<file path="src/rtl/alu_exec_unit.sv">
`default_nettype none
// +----------------------------------------------------------------------------+
// | alu_exec_unit: operand select, B-shifter, ALU with multi-cycle shift-add    |
// | MUL, registered C/{V,N,Z} status and a start/busy/done handshake.           |
// | Revision: 1.0                                                               |
// +----------------------------------------------------------------------------+
module alu_exec_unit #(
  parameter int WIDTH     = 16,
  parameter int IMM_WIDTH = 5,
  parameter int SEXT_IMM  = 0
) (
  input  logic             clk,
  input  logic             reset_n,
  input  logic             start,
  input  logic [WIDTH-1:0] A,
  input  logic [WIDTH-1:0] B,
  input  logic [WIDTH-1:0] datapath_in,
  input  logic             asel,
  input  logic             bsel,
  input  logic [1:0]       shift,
  input  logic [2:0]       ALUop,
  input  logic             loadc,
  input  logic             loads,
  output logic [WIDTH-1:0] C,
  output logic [2:0]       status,
  output logic             busy,
  output logic             done
);

  localparam int CW = $clog2(WIDTH);
  localparam logic [2:0] c_OP_SUB = 3'b001;
  localparam logic [2:0] c_OP_AND = 3'b010;
  localparam logic [2:0] c_OP_NOT = 3'b011;
  localparam logic [2:0] c_OP_OR  = 3'b100;
  localparam logic [2:0] c_OP_XOR = 3'b101;
  localparam logic [2:0] c_OP_MUL = 3'b110;

  typedef enum logic [1:0] {
    S_IDLE = 2'd0,
    S_EXEC = 2'd1,
    S_MUL  = 2'd2,
    S_DONE = 2'd3
  } state_t;

  state_t               r_state;
  logic [WIDTH-1:0]     r_ain;
  logic [WIDTH-1:0]     r_bin;
  logic [2:0]           r_op;
  logic                 r_loadc;
  logic                 r_loads;
  logic [CW-1:0]        r_cnt;
  logic [2*WIDTH-1:0]   r_acc;
  logic [2*WIDTH-1:0]   r_mcand;

  logic [WIDTH-1:0]     w_imm;
  logic [WIDTH-1:0]     w_bshift;
  logic [WIDTH-1:0]     w_ain;
  logic [WIDTH-1:0]     w_bin;
  logic [WIDTH-1:0]     w_sum;
  logic [WIDTH-1:0]     w_diff;
  logic [2*WIDTH-1:0]   w_acc_next;
  logic [WIDTH-1:0]     w_res;
  logic                 w_v;
  logic [2:0]           w_flags;
  logic                 w_accept;

  generate
    if (IMM_WIDTH < WIDTH) begin : g_imm_ext
      logic w_imm_fill;
      logic w_unused_imm_msbs;
      assign w_imm_fill        = (SEXT_IMM != 0) ? datapath_in[IMM_WIDTH-1] : 1'b0;
      assign w_imm             = {{(WIDTH-IMM_WIDTH){w_imm_fill}}, datapath_in[IMM_WIDTH-1:0]};
      assign w_unused_imm_msbs = ^datapath_in[WIDTH-1:IMM_WIDTH];
    end else begin : g_imm_full
      assign w_imm = datapath_in;
    end
  endgenerate

  always_comb begin
    w_bshift = B;
    case (shift)
      2'b01:   w_bshift = {B[WIDTH-2:0], 1'b0};
      2'b10:   w_bshift = {1'b0, B[WIDTH-1:1]};
      2'b11:   w_bshift = {B[WIDTH-1], B[WIDTH-1:1]};
      default: w_bshift = B;
    endcase
  end

  assign w_ain    = asel ? A : '0;
  assign w_bin    = bsel ? w_imm : w_bshift;
  assign w_accept = start && ((r_state == S_IDLE) || (r_state == S_DONE));

  assign w_sum      = r_ain + r_bin;
  assign w_diff     = r_ain + ~r_bin + WIDTH'(1);
  // Multiplier bits are consumed from r_bin LSB first while the multiplicand shifts left.
  assign w_acc_next = r_acc + (r_bin[0] ? r_mcand : '0);

  always_comb begin
    w_res = w_sum;
    w_v   = (r_ain[WIDTH-1] == r_bin[WIDTH-1]) && (w_sum[WIDTH-1] != r_ain[WIDTH-1]);
    case (r_op)
      c_OP_SUB: begin
        w_res = w_diff;
        w_v   = (r_ain[WIDTH-1] != r_bin[WIDTH-1]) && (w_diff[WIDTH-1] != r_ain[WIDTH-1]);
      end
      c_OP_AND: begin w_res = r_ain & r_bin; w_v = 1'b0; end
      c_OP_NOT: begin w_res = ~r_bin;        w_v = 1'b0; end
      c_OP_OR:  begin w_res = r_ain | r_bin; w_v = 1'b0; end
      c_OP_XOR: begin w_res = r_ain ^ r_bin; w_v = 1'b0; end
      c_OP_MUL: begin
        w_res = w_acc_next[WIDTH-1:0];
        w_v   = |w_acc_next[2*WIDTH-1:WIDTH];
      end
      default: ;
    endcase
  end

  assign w_flags = {w_v, w_res[WIDTH-1], (w_res == '0)};

  always_ff @(posedge clk or negedge reset_n) begin
    if (!reset_n) begin
      r_state <= S_IDLE;
      r_ain   <= '0;
      r_bin   <= '0;
      r_op    <= '0;
      r_loadc <= 1'b0;
      r_loads <= 1'b0;
      r_cnt   <= '0;
      r_acc   <= '0;
      r_mcand <= '0;
      C       <= '0;
      status  <= '0;
      busy    <= 1'b0;
      done    <= 1'b0;
    end else begin
      case (r_state)
        S_IDLE, S_DONE: begin
          done <= 1'b0;
          if (w_accept) begin
            r_ain   <= w_ain;
            r_bin   <= w_bin;
            r_op    <= ALUop;
            r_loadc <= loadc;
            r_loads <= loads;
            r_cnt   <= CW'(WIDTH-1);
            r_acc   <= '0;
            r_mcand <= {{WIDTH{1'b0}}, w_ain};
            busy    <= 1'b1;
            r_state <= (ALUop == c_OP_MUL) ? S_MUL : S_EXEC;
          end else begin
            busy    <= 1'b0;
            r_state <= S_IDLE;
          end
        end
        S_EXEC: begin
          if (r_loadc) C      <= w_res;
          if (r_loads) status <= w_flags;
          busy    <= 1'b0;
          done    <= 1'b1;
          r_state <= S_DONE;
        end
        S_MUL: begin
          r_acc   <= w_acc_next;
          r_mcand <= r_mcand << 1;
          r_bin   <= r_bin >> 1;
          r_cnt   <= r_cnt - CW'(1);
          if (r_cnt == '0) begin
            if (r_loadc) C      <= w_res;
            if (r_loads) status <= w_flags;
            busy    <= 1'b0;
            done    <= 1'b1;
            r_state <= S_DONE;
          end
        end
        default: begin
          busy    <= 1'b0;
          done    <= 1'b0;
          r_state <= S_IDLE;
        end
      endcase
    end
  end

endmodule
`default_nettype wire

</file>
<file path="config.mk">
export PLATFORM = sky130hd
export DESIGN_NAME = alu_exec_unit
export DESIGN_NICKNAME = d
export VERILOG_FILES = /design/src/rtl/alu_exec_unit.sv
export SDC_FILE = /design/constraint.sdc
export NUM_CORES = 1
export LEC_CHECK = 0
export BUFFER_PORTS_ARGS = -buffer_cell sky130_fd_sc_hd__buf_2
export CAP_MARGIN = 10
export CORE_MARGIN = 2
export CORE_UTILIZATION = 45
export CTS_CLUSTER_DIAMETER = 120
export DETAILED_ROUTE_END_ITERATION = 10
export PLACE_DENSITY = 0.75
export SKIP_CTS_REPAIR_TIMING = 1
export SLEW_MARGIN = 40
export SYNTH_ARGS = -nofsm -noshare
export SYNTH_HDL_FRONTEND = slang
export SYNTH_SLANG_ARGS = --single-unit
</file>
<file path="constraint.sdc">
create_clock -name clk -period 4.26 [get_ports clk]
set_input_delay 0.852 -clock clk [delete_from_list [all_inputs] [get_ports clk]]
set_output_delay 0.852 -clock clk [all_outputs]
set_load 0.01 [all_outputs]
</file>
==> results.yml, run 1 <==
cells_and_area:
  n_antenna_cell: 0
  mostFrequentLayoutCells: "nand2_1, dfrtp_1, a21oi_1"
  fin_nets: 1455
  syn_to_final_growth_pct: 10.6
  drive_above_1_share_pct: 11.9
  final_common_cell: "nand2_1"
setup_path:
  critPathMaxStageDelay_ns: 0.74
  required_ns: 4.55
  crit_type: "reg -> reg"
  crit_chain: "buf_4 -> and2_1 -> ha_1 -> a21oi_1 -> o21a_1 -> o41ai_1 -> o21ai_0 -> a21oi_1 -> nand4_1 -> nor4_1 -> a21oi_1"
  cp-end-kind: "register"
  crit_path_max_fanout: 31
  cp_common_cell: "a21oi_1"
  cp.arrival_ns: 4.11
  crit_path_start_kind: "register"
  crit_path_top_delay_cell: "o41ai_1"
global_route:
  overflow: 0
  grt_pass1_wl_um: 51300
  grt_max_degree: 69
  grt_pass1_vias: 9275
  grt_usage_pct: 26.8
  antenna_found_initial: 0
timing:
  fin_ws_ns: 0.445
  finalCritPeriodShare_pct: 89.6
  max_freq_ghz: 0.262
  rsz0062_at_grt: "false"
  setup_tns_ns: 0
  period_needed_ns: 3.82
  maxSlewViolCount: 0
  hold_viol_final: 0
  tightest_slew_ns: 0.948
  fin_skew_ns: 0.0118
  max-slew-margin-rel_pct: 36.4
  setup_viol: 0
logic_synthesis:
  synth_flop_cell: "dfrtp_1"
  syn_nets: 1436
  netlist.area_leader.share_pct: 30.7
  ys_top_cells_by_area: "dfrtp_1, ha_1, nand2_1, a21oi_1, o21ai_0"
  synth-edff-count: 0
  yosysWarnings: 0
  ys_ff_latch: 128
  synthDistinctLibCells: 87
  synth.avg_cell_area_sq_um: 8.06
  syn_inst: 1293
  synth_area_sq_um: 10400
  ys_seq_area_share_pct: 30.7
  synth_top_area_cell: "dfrtp_1"
  synthArstFlopShare_pct: 100
place:
  post-place-ws_ns: 0.606
  io_buffers: 69
  gp_congestion: 0.956
  dpl.hpwl_um: 24300
drt:
  drtAntennaViolNets: 0
  wl_um: 32200
  vias: 10000
  dr.pass1.iters: 5
  drt_iter0_drc: 1218
  drt-wirelength-per-cell_um: 20.0
  routed_via_density: 6.23
  route.detailed.drc: 0
cts:
  cts-root-buf: "clkbuf_16"
  cts-buffers-inserted: 17
  cts_buffer_depth: 2
  clk_pin_slew_ns: 0.06
  h-tree-depth: 4
  numClockSinks: 128
  clkLatencyLatePin_ns: 0.43
  cts_tree: "yes"
die:
  start_util_pct: 45.9
  fp.dieW_um: 156
  core_region_area_sq_um: 22700
  rows: 55
  die_area_sq_um: 24400
  die_h_um: 156
  pin_count: 81
hold_path:
  worst_hold_path_type: "in -> async"
run_status:
  status: "completed"
pwr:
  ir_drop_uv: 550
  cellLeakagePower_nw: 5.29
  power_density_nw_per_um2: 750
run:
  cap_violations: 0
-- cell usage after synthesis, types with 9 or more instances --
master / n
nand2_1: 192
dfrtp_1: 128
a21oi_1: 99
nor2_1: 83
o21ai_0: 82
ha_1: 80
clkbuf_1: 64
inv_1: 59
nand3_1: 50
and2_1: 37
mux2i_1: 28
a21o_1: 24
o221ai_1: 23
nor3_1: 19
xnor2_1: 17
a31oi_1: 14
o31ai_1: 14
nand4_1: 13
o221a_2: 13
o22ai_1: 13
or3_1: 13
a211oi_1: 12
o211ai_1: 12
nor4_1: 10
a22o_1: 9
nor2b_1: 9
o21a_1: 9
-- cell families (layout without fill, tap and decap cells) --
group	after synthesis	count (layout)	synth area share (%)
buffers and inverters	149	181	5.79
muxes	36	36	3.55
adders and majority gates	83	83	10.2
AOI/OAI and AO/OA	412	412	27.1
xor gates and xnor gates	25	25	2.10
DFF	128	128	30.7
and+or+nand+nor	460	460	20.5
-- state kept, by name, indices dropped and copies added (netlist names) --
register / count
done: 1
busy: 1
r_acc: 32
r_loads: 1
r_bin: 16
r_mcand: 32
C: 16
r_ain: 16
r_state: 2
r_cnt: 4
r_op: 3
r_loadc: 1
status: 3
-- cell type report --
| cell class | instances | area, sq um |
|---|---|---|
| multi-input combinational | 1016 | 6640 |
| inverter | 63 | 236 |
| clock buffer | 21 | 460 |
| sequential | 128 | 3200 |
| clock inverter | 11 | 156 |
| fill | 2171 | 11200 |
| timing repair buffer | 86 | 479 |
| tap | 285 | 357 |
-- through the flow --
stage	hold slack (ns)	utilization (%)	power, mW	area [sq um]	std cells
after floorplan	0.439	-	5.51	10400	1293
after global placement	0.454	48.0	6.84	10900	1578
after detailed placement	0.459	48.0	6.93	10900	1578
after CTS	0.457	50.8	8.51	11500	1610
after global routing	0.480	50.8	9.21	11500	1610
final	0.434	50.8	8.65	11500	1610
-- power breakdown --
part	total (mW)	internal (mW)	switching [mW]	leakage [nW]
clock	1.55	0.957	0.589	0.290
sequential	2.00	1.59	0.412	1.65
combinational	5.10	1.83	3.27	3.35
total	8.65	4.37	4.27	5.29
-- critical path: cells and delay by family (launching register included) --
| kind | cells | cell delay [ns] |
|---|---|---|
| AOI/OAI and AO/OA | 6 | 1.75 |
| adders and majority gates | 1 | 0.52 |
| buffers and inverters | 1 | 0.25 |
| DFF | 1 | 0.42 |
| and+or+nand+nor | 3 | 0.72 |
-- path summary, 6_finish.rpt --
| path | startpoint | endpoint | slack, ns | depth (start not counted) |
|---|---|---|---|---|
| max in group asynchronous | reset_n | r_mcand[6]$_DFFE_PN0P_ | 2.92 | 2 |
| max | r_bin[0]$_DFFE_PN0P_ | status[2]$_DFFE_PN0P_ | 0.44 | 11 |
| min | reset_n | r_ain[11]$_DFFE_PN0P_ | 0.43 | 1 |
| max reg2reg | r_bin[0]$_DFFE_PN0P_ | status[2]$_DFFE_PN0P_ | 0.44 | 11 |
| min reg2reg | C[9]$_DFFE_PN0P_ | C[9]$_DFFE_PN0P_ | 0.46 | 2 |
| min in group clk | C[9]$_DFFE_PN0P_ | C[9]$_DFFE_PN0P_ | 0.46 | 2 |
-- layer usage --
metal | up-vias | GRT usage (%) | part of all wire (%)
met5 | - | 0 | 0
met4 | 0 | 6.82 | 1.7
met3 | 42 | 5.75 | 9.2
met2 | 435 | 38.8 | 42
met1 | 4800 | 40.5 | 47
li1 | 4759 | - | -
Note: power is estimated with default switching activity, not from simulation.
==> inputs of run 2 (changes only) <==
Settings changed: CORE_ASPECT_RATIO set to 0.8.
==> results.yml, run 2 (synthesized netlist as in run 1, its figures left out) <==
timing:
  whs_ns: 0.247
  max-slew-margin-rel_pct: 45.3
  finalCritPeriodShare_pct: 87.5
  tightest_slew_ns: 0.818
  hold_viol_final: 0
  rsz0062_at_grt: "false"
  setup_viol: 0
  maxSlewViolCount: 0
  setup_tns_ns: 0
  fin_skew_ns: 0.0136
  period_needed_ns: 3.73
  max_freq_ghz: 0.268
global_route:
  antenna_found_initial: 0
  overflow: 0
  gr-usage-met1_pct: 42.3
  grt_busiest_layer: "met1"
  grt_pass1_wl_um: 50200
  grt_usage_pct: 26.3
  grt_max_degree: 103
  grt_pass1_vias: 8839
  grt_util_met3_pct: 6.19
  use_met2_pct: 34.0
setup_path:
  cp.arrival_ns: 4.03
  crit_path_start_kind: "register"
  reg2reg_depth: 12
  cp-end-kind: "register"
  startpoint: "r_bin[0]$_DFFE_PN0P_"
  required_ns: 4.56
  rr_startpoint: "r_bin[0]$_DFFE_PN0P_"
  crit_path_max_fanout: 29
  critPathMaxStageDelay_ns: 0.53
  crit_chain: "buf_4 -> and2_1 -> ha_1 -> a21o_1 -> a31o_4 -> o2bb2ai_2 -> o31a_1 -> or4_4 -> o211ai_2 -> o2111ai_1 -> nor4_1 -> a21oi_1"
  crit_type: "reg -> reg"
  crit_path_top_delay_cell: "or4_4"
cells_and_area:
  mostFrequentLayoutCells: "nand2_1, dfrtp_1, a21oi_1"
  final.fill_count: 2086
  seq_area_sq_um: 3200
  post-route-cell-area_sq_um: 11500
  fin_nets: 1451
  n_antenna_cell: 0
  reg_top3: "r_acc: 32 flops, r_mcand: 32 flops"
  multi_input_area_sq_um: 6640
  final_common_cell: "nand2_1"
  drive_above_1_share_pct: 11.7
  syn_to_final_growth_pct: 10.6
cts:
  h-tree-depth: 4
  cts_tree: "yes"
  cts-root-buf: "clkbuf_16"
  cts_buffer_depth: 2
  cts-buffers-inserted: 17
  numClockSinks: 128
  clkLatencyLatePin_ns: 0.43
  clk_pin_slew_ns: 0.07
pwr:
  power_density_nw_per_um2: 741
  cellLeakagePower_nw: 5.29
  ir_drop_uv: 415
die:
  fp.dieW_um: 174
  core_region_area_sq_um: 22600
  die_area_sq_um: 24400
  die_h_um: 140
  start_util_pct: 46.1
  rows: 49
  pin_count: 81
drt:
  wl_um: 32100
  route.detailed.drc: 0
  vias: 10100
  dr.pass1.iters: 7
  routed_via_density: 6.19
  drt-wirelength-per-cell_um: 19.7
  drt_iter0_drc: 1310
  drtAntennaViolNets: 0
place:
  dpl.hpwl_um: 24400
  io_buffers: 69
  placed_area_sq_um: 10900
  gp_congestion: 1.02
hold_path:
  worst_hold_path_type: "in -> async"
run:
  cap_violations: 0
run_status:
  status: "completed"
-- run 2: cell types whose count changed in the layout (fill, tap and decap cells not counted), moves of 2 or more --
cell,change
inv_6,+4
buf_4,-5
bufinv_16,-2
inv_8,+4
clkbuf_1,-2
clkinvlp_4,-2
clkbuf_8,-2
-- run 2: worst paths after layout --
path	slack, ns	endpoint
worst max-delay path	0.53	status[2]$_DFFE_PN0P_
worst min-delay path	0.25	r_bin[14]$_DFFE_PN0P_
worst max register to register	0.53	status[2]$_DFFE_PN0P_
worst min register to register	0.47	C[6]$_DFFE_PN0P_
max in group asynchronous	3.11	r_acc[17]$_DFFE_PN0P_
min in group clk	0.47	C[6]$_DFFE_PN0P_
-- run 2: through the flow --
step                utilization (%)  worst slack, ns  instances  total power, mW
global route                   51.0            0.259       1627             9.12
detailed placement             48.2            0.558       1594             6.88
CTS                            50.8            0.541       1626             8.39
floorplan                         -             1.06       1293             5.51
finish                         51.0            0.533       1627             8.54
global placement               48.2            0.584       1594             6.78
-- run 2: routing by layer --
metal | part of all wire (%) | up-vias
met1 | 49 | 4765
met3 | 11 | 38
met4 | 1.8 | 0
met5 | 0 | -
li1 | - | 4754
met2 | 38 | 514
-- run 2: cell type report --
class / instances / share of cell area, %
multi-input cells: 1016 / 57.6
flip-flops and latches: 128 / 27.8
repair buffers: 82 / 4.10
clock buffers: 17 / 3.69
well taps: 306 / 3.32
inverters: 63 / 2.05
clock inverters: 15 / 1.47
-- run 2: power breakdown --
part | total, mW | internal (mW) | switching [mW]
clock network | 1.49 | 0.835 | 0.659
registers | 2.00 | 1.59 | 0.414
logic | 5.05 | 1.79 | 3.26
-- run 2: critical path, delay by kind of cell, from the launching register on --
| family | cells | cell delay [ns] |
|---|---|---|
| AOI/OAI and AO/OA | 7 | 1.37 |
| and+or+nand+nor | 3 | 1.16 |
| DFF | 1 | 0.45 |
| adders and majority gates | 1 | 0.36 |
| buffers and inverters | 1 | 0.27 |
==> inputs of run 3 (changes only) <==
Settings changed: REMOVE_ABC_BUFFERS set to 1.
==> results.yml, run 3 (synthesized netlist as in run 1, its figures left out) <==
run_status:
  status: "completed"
hold_path:
  worst_hold_path_type: "in -> async"
place:
  gp_congestion: 0.940
  dpl.hpwl_um: 23000
  placed_area_sq_um: 11000
  io_buffers: 69
drt:
  drtAntennaViolNets: 0
  met1_length_um: 15300
  route.detailed.drc: 0
  route.met2.wl_um: 13100
  vias: 10100
  wl_met3_um: 2670
  routed.top_layer: "met4"
  drt_iter0_drc: 1091
  dr.pass1.iters: 6
  drt-wirelength-per-cell_um: 19.3
  routed_via_density: 6.19
  wl_um: 31600
die:
  rows: 49
  die_h_um: 140
  start_util_pct: 46.1
  fp.dieW_um: 174
  pin_count: 81
  die_area_sq_um: 24400
  core_region_area_sq_um: 22600
timing:
  rsz0062_at_grt: "false"
  setup_tns_ns: 0
  max-slew-margin-rel_pct: 41.8
  maxSlewViolCount: 0
  finalCritPeriodShare_pct: 90.2
  fin_skew_ns: 0.0130
  max_freq_ghz: 0.260
  period_needed_ns: 3.84
  whs_ns: 0.323
  hold_viol_final: 0
  tightest_slew_ns: 0.873
  setup_viol: 0
cts:
  h-tree-depth: 4
  cts-root-buf: "clkbuf_16"
  cts-buffers-inserted: 17
  clk_pin_slew_ns: 0.06
  cts_tree: "yes"
  numClockSinks: 128
  cts_buffer_depth: 2
  clkLatencyLatePin_ns: 0.44
pwr:
  cellLeakagePower_nw: 5.33
  power_density_nw_per_um2: 735
  ir_drop_uv: 538
setup_path:
  critPathMaxStageDelay_ns: 0.46
  rr_startpoint: "r_bin[0]$_DFFE_PN0P_"
  cp_top_family: "compound AO/OA/AOI/OAI gates"
  crit_type: "reg -> reg"
  cp_common_cell: "nor4_1"
  crit_chain: "ha_1 -> fa_1 -> a211oi_1 -> o21ai_1 -> a31oi_1 -> nor4_1 -> a2111oi_0 -> o211ai_1 -> nor4_1 -> buf_4 -> and4_1 -> a31o_1"
  crit_path_top_delay_cell: "fa_1"
  cp-end-kind: "register"
  rr_endpoint: "status[0]$_DFFE_PN0P_"
  cp.depth: 12
  reg2reg_depth: 12
  crit_path_max_fanout: 6
  endpoint: "status[0]$_DFFE_PN0P_"
  cp.arrival_ns: 4.22
  cp_num_buf_inv: 1
  rrSetupSlack_ns: 0.42
  startpoint: "r_bin[0]$_DFFE_PN0P_"
  crit_path_start_kind: "register"
  required_ns: 4.64
cells_and_area:
  n_antenna_cell: 0
  syn_to_final_growth_pct: 11.3
  fin_nets: 1460
  mostFrequentLayoutCells: "nand2_1, dfrtp_1, a21oi_1"
  final_common_cell: "nand2_1"
  reg_top3: "r_acc: 32 flops, r_mcand: 32 flops"
  fin_util_pct: 51.3
  drive_above_1_share_pct: 12.3
  final.fill_count: 2159
  post-route-cell-area_sq_um: 11600
global_route:
  grt_max_degree: 104
  grt_pass1_vias: 9486
  overflow: 0
  grt_pass1_wl_um: 51100
  grt_usage_pct: 26.2
  antenna_found_initial: 0
run:
  cap_violations: 0
-- run 3: worst min path at each step --
stage                                        from                      end  slack [ns]  cells after the start
after floorplan           r_mcand[31]$_DFFE_PN0P_  r_mcand[31]$_DFFE_PN0P_        0.44                      2
after global placement    r_mcand[31]$_DFFE_PN0P_  r_mcand[31]$_DFFE_PN0P_        0.45                      2
after detailed placement  r_mcand[31]$_DFFE_PN0P_  r_mcand[31]$_DFFE_PN0P_        0.46                      2
after CTS                 r_mcand[31]$_DFFE_PN0P_  r_mcand[31]$_DFFE_PN0P_        0.47                      2
after global routing                      reset_n     r_cnt[1]$_DFFE_PN0P_        0.34                      1
final                                     reset_n   r_state[1]$_DFFE_PN0P_        0.32                      1
-- run 3: through the flow --
step	instances	setup slack (ns)	total power [mW]
final	1636	0.418	8.52
after global routing	1636	0.299	9.10
after CTS	1635	0.564	8.40
after detailed placement	1603	0.579	6.84
after global placement	1603	0.609	6.74
after floorplan	1207	-3.04	5.30
-- run 3: area by class of cell --
| type | instances | area (sq um) | area share [%] |
|---|---|---|---|
| multi-input combinational | 1016 | 6640 | 57.2 |
| sequential | 128 | 3200 | 27.6 |
| timing repair buffer | 91 | 541 | 4.66 |
| clock buffer | 17 | 425 | 3.67 |
| tap | 306 | 383 | 3.30 |
| inverter | 63 | 236 | 2.04 |
| clock inverter | 15 | 178 | 1.53 |
-- run 3: layer usage --
metal	global-route usage, %	vias to the layer above
li1	-	4778
met2	37.8	454
met1	40.2	4853
met3	5.10	44
met5	0	-
met4	5.93	0
-- run 3: power by group --
part / leakage, nW / switching (mW) / total [mW] / internal, mW
Combinational: 3.39 / 3.19 / 5.01 / 1.83
Clock: 0.286 / 0.648 / 1.53 / 0.881
Sequential: 1.65 / 0.394 / 1.98 / 1.59
Total: 5.33 / 4.23 / 8.52 / 4.29
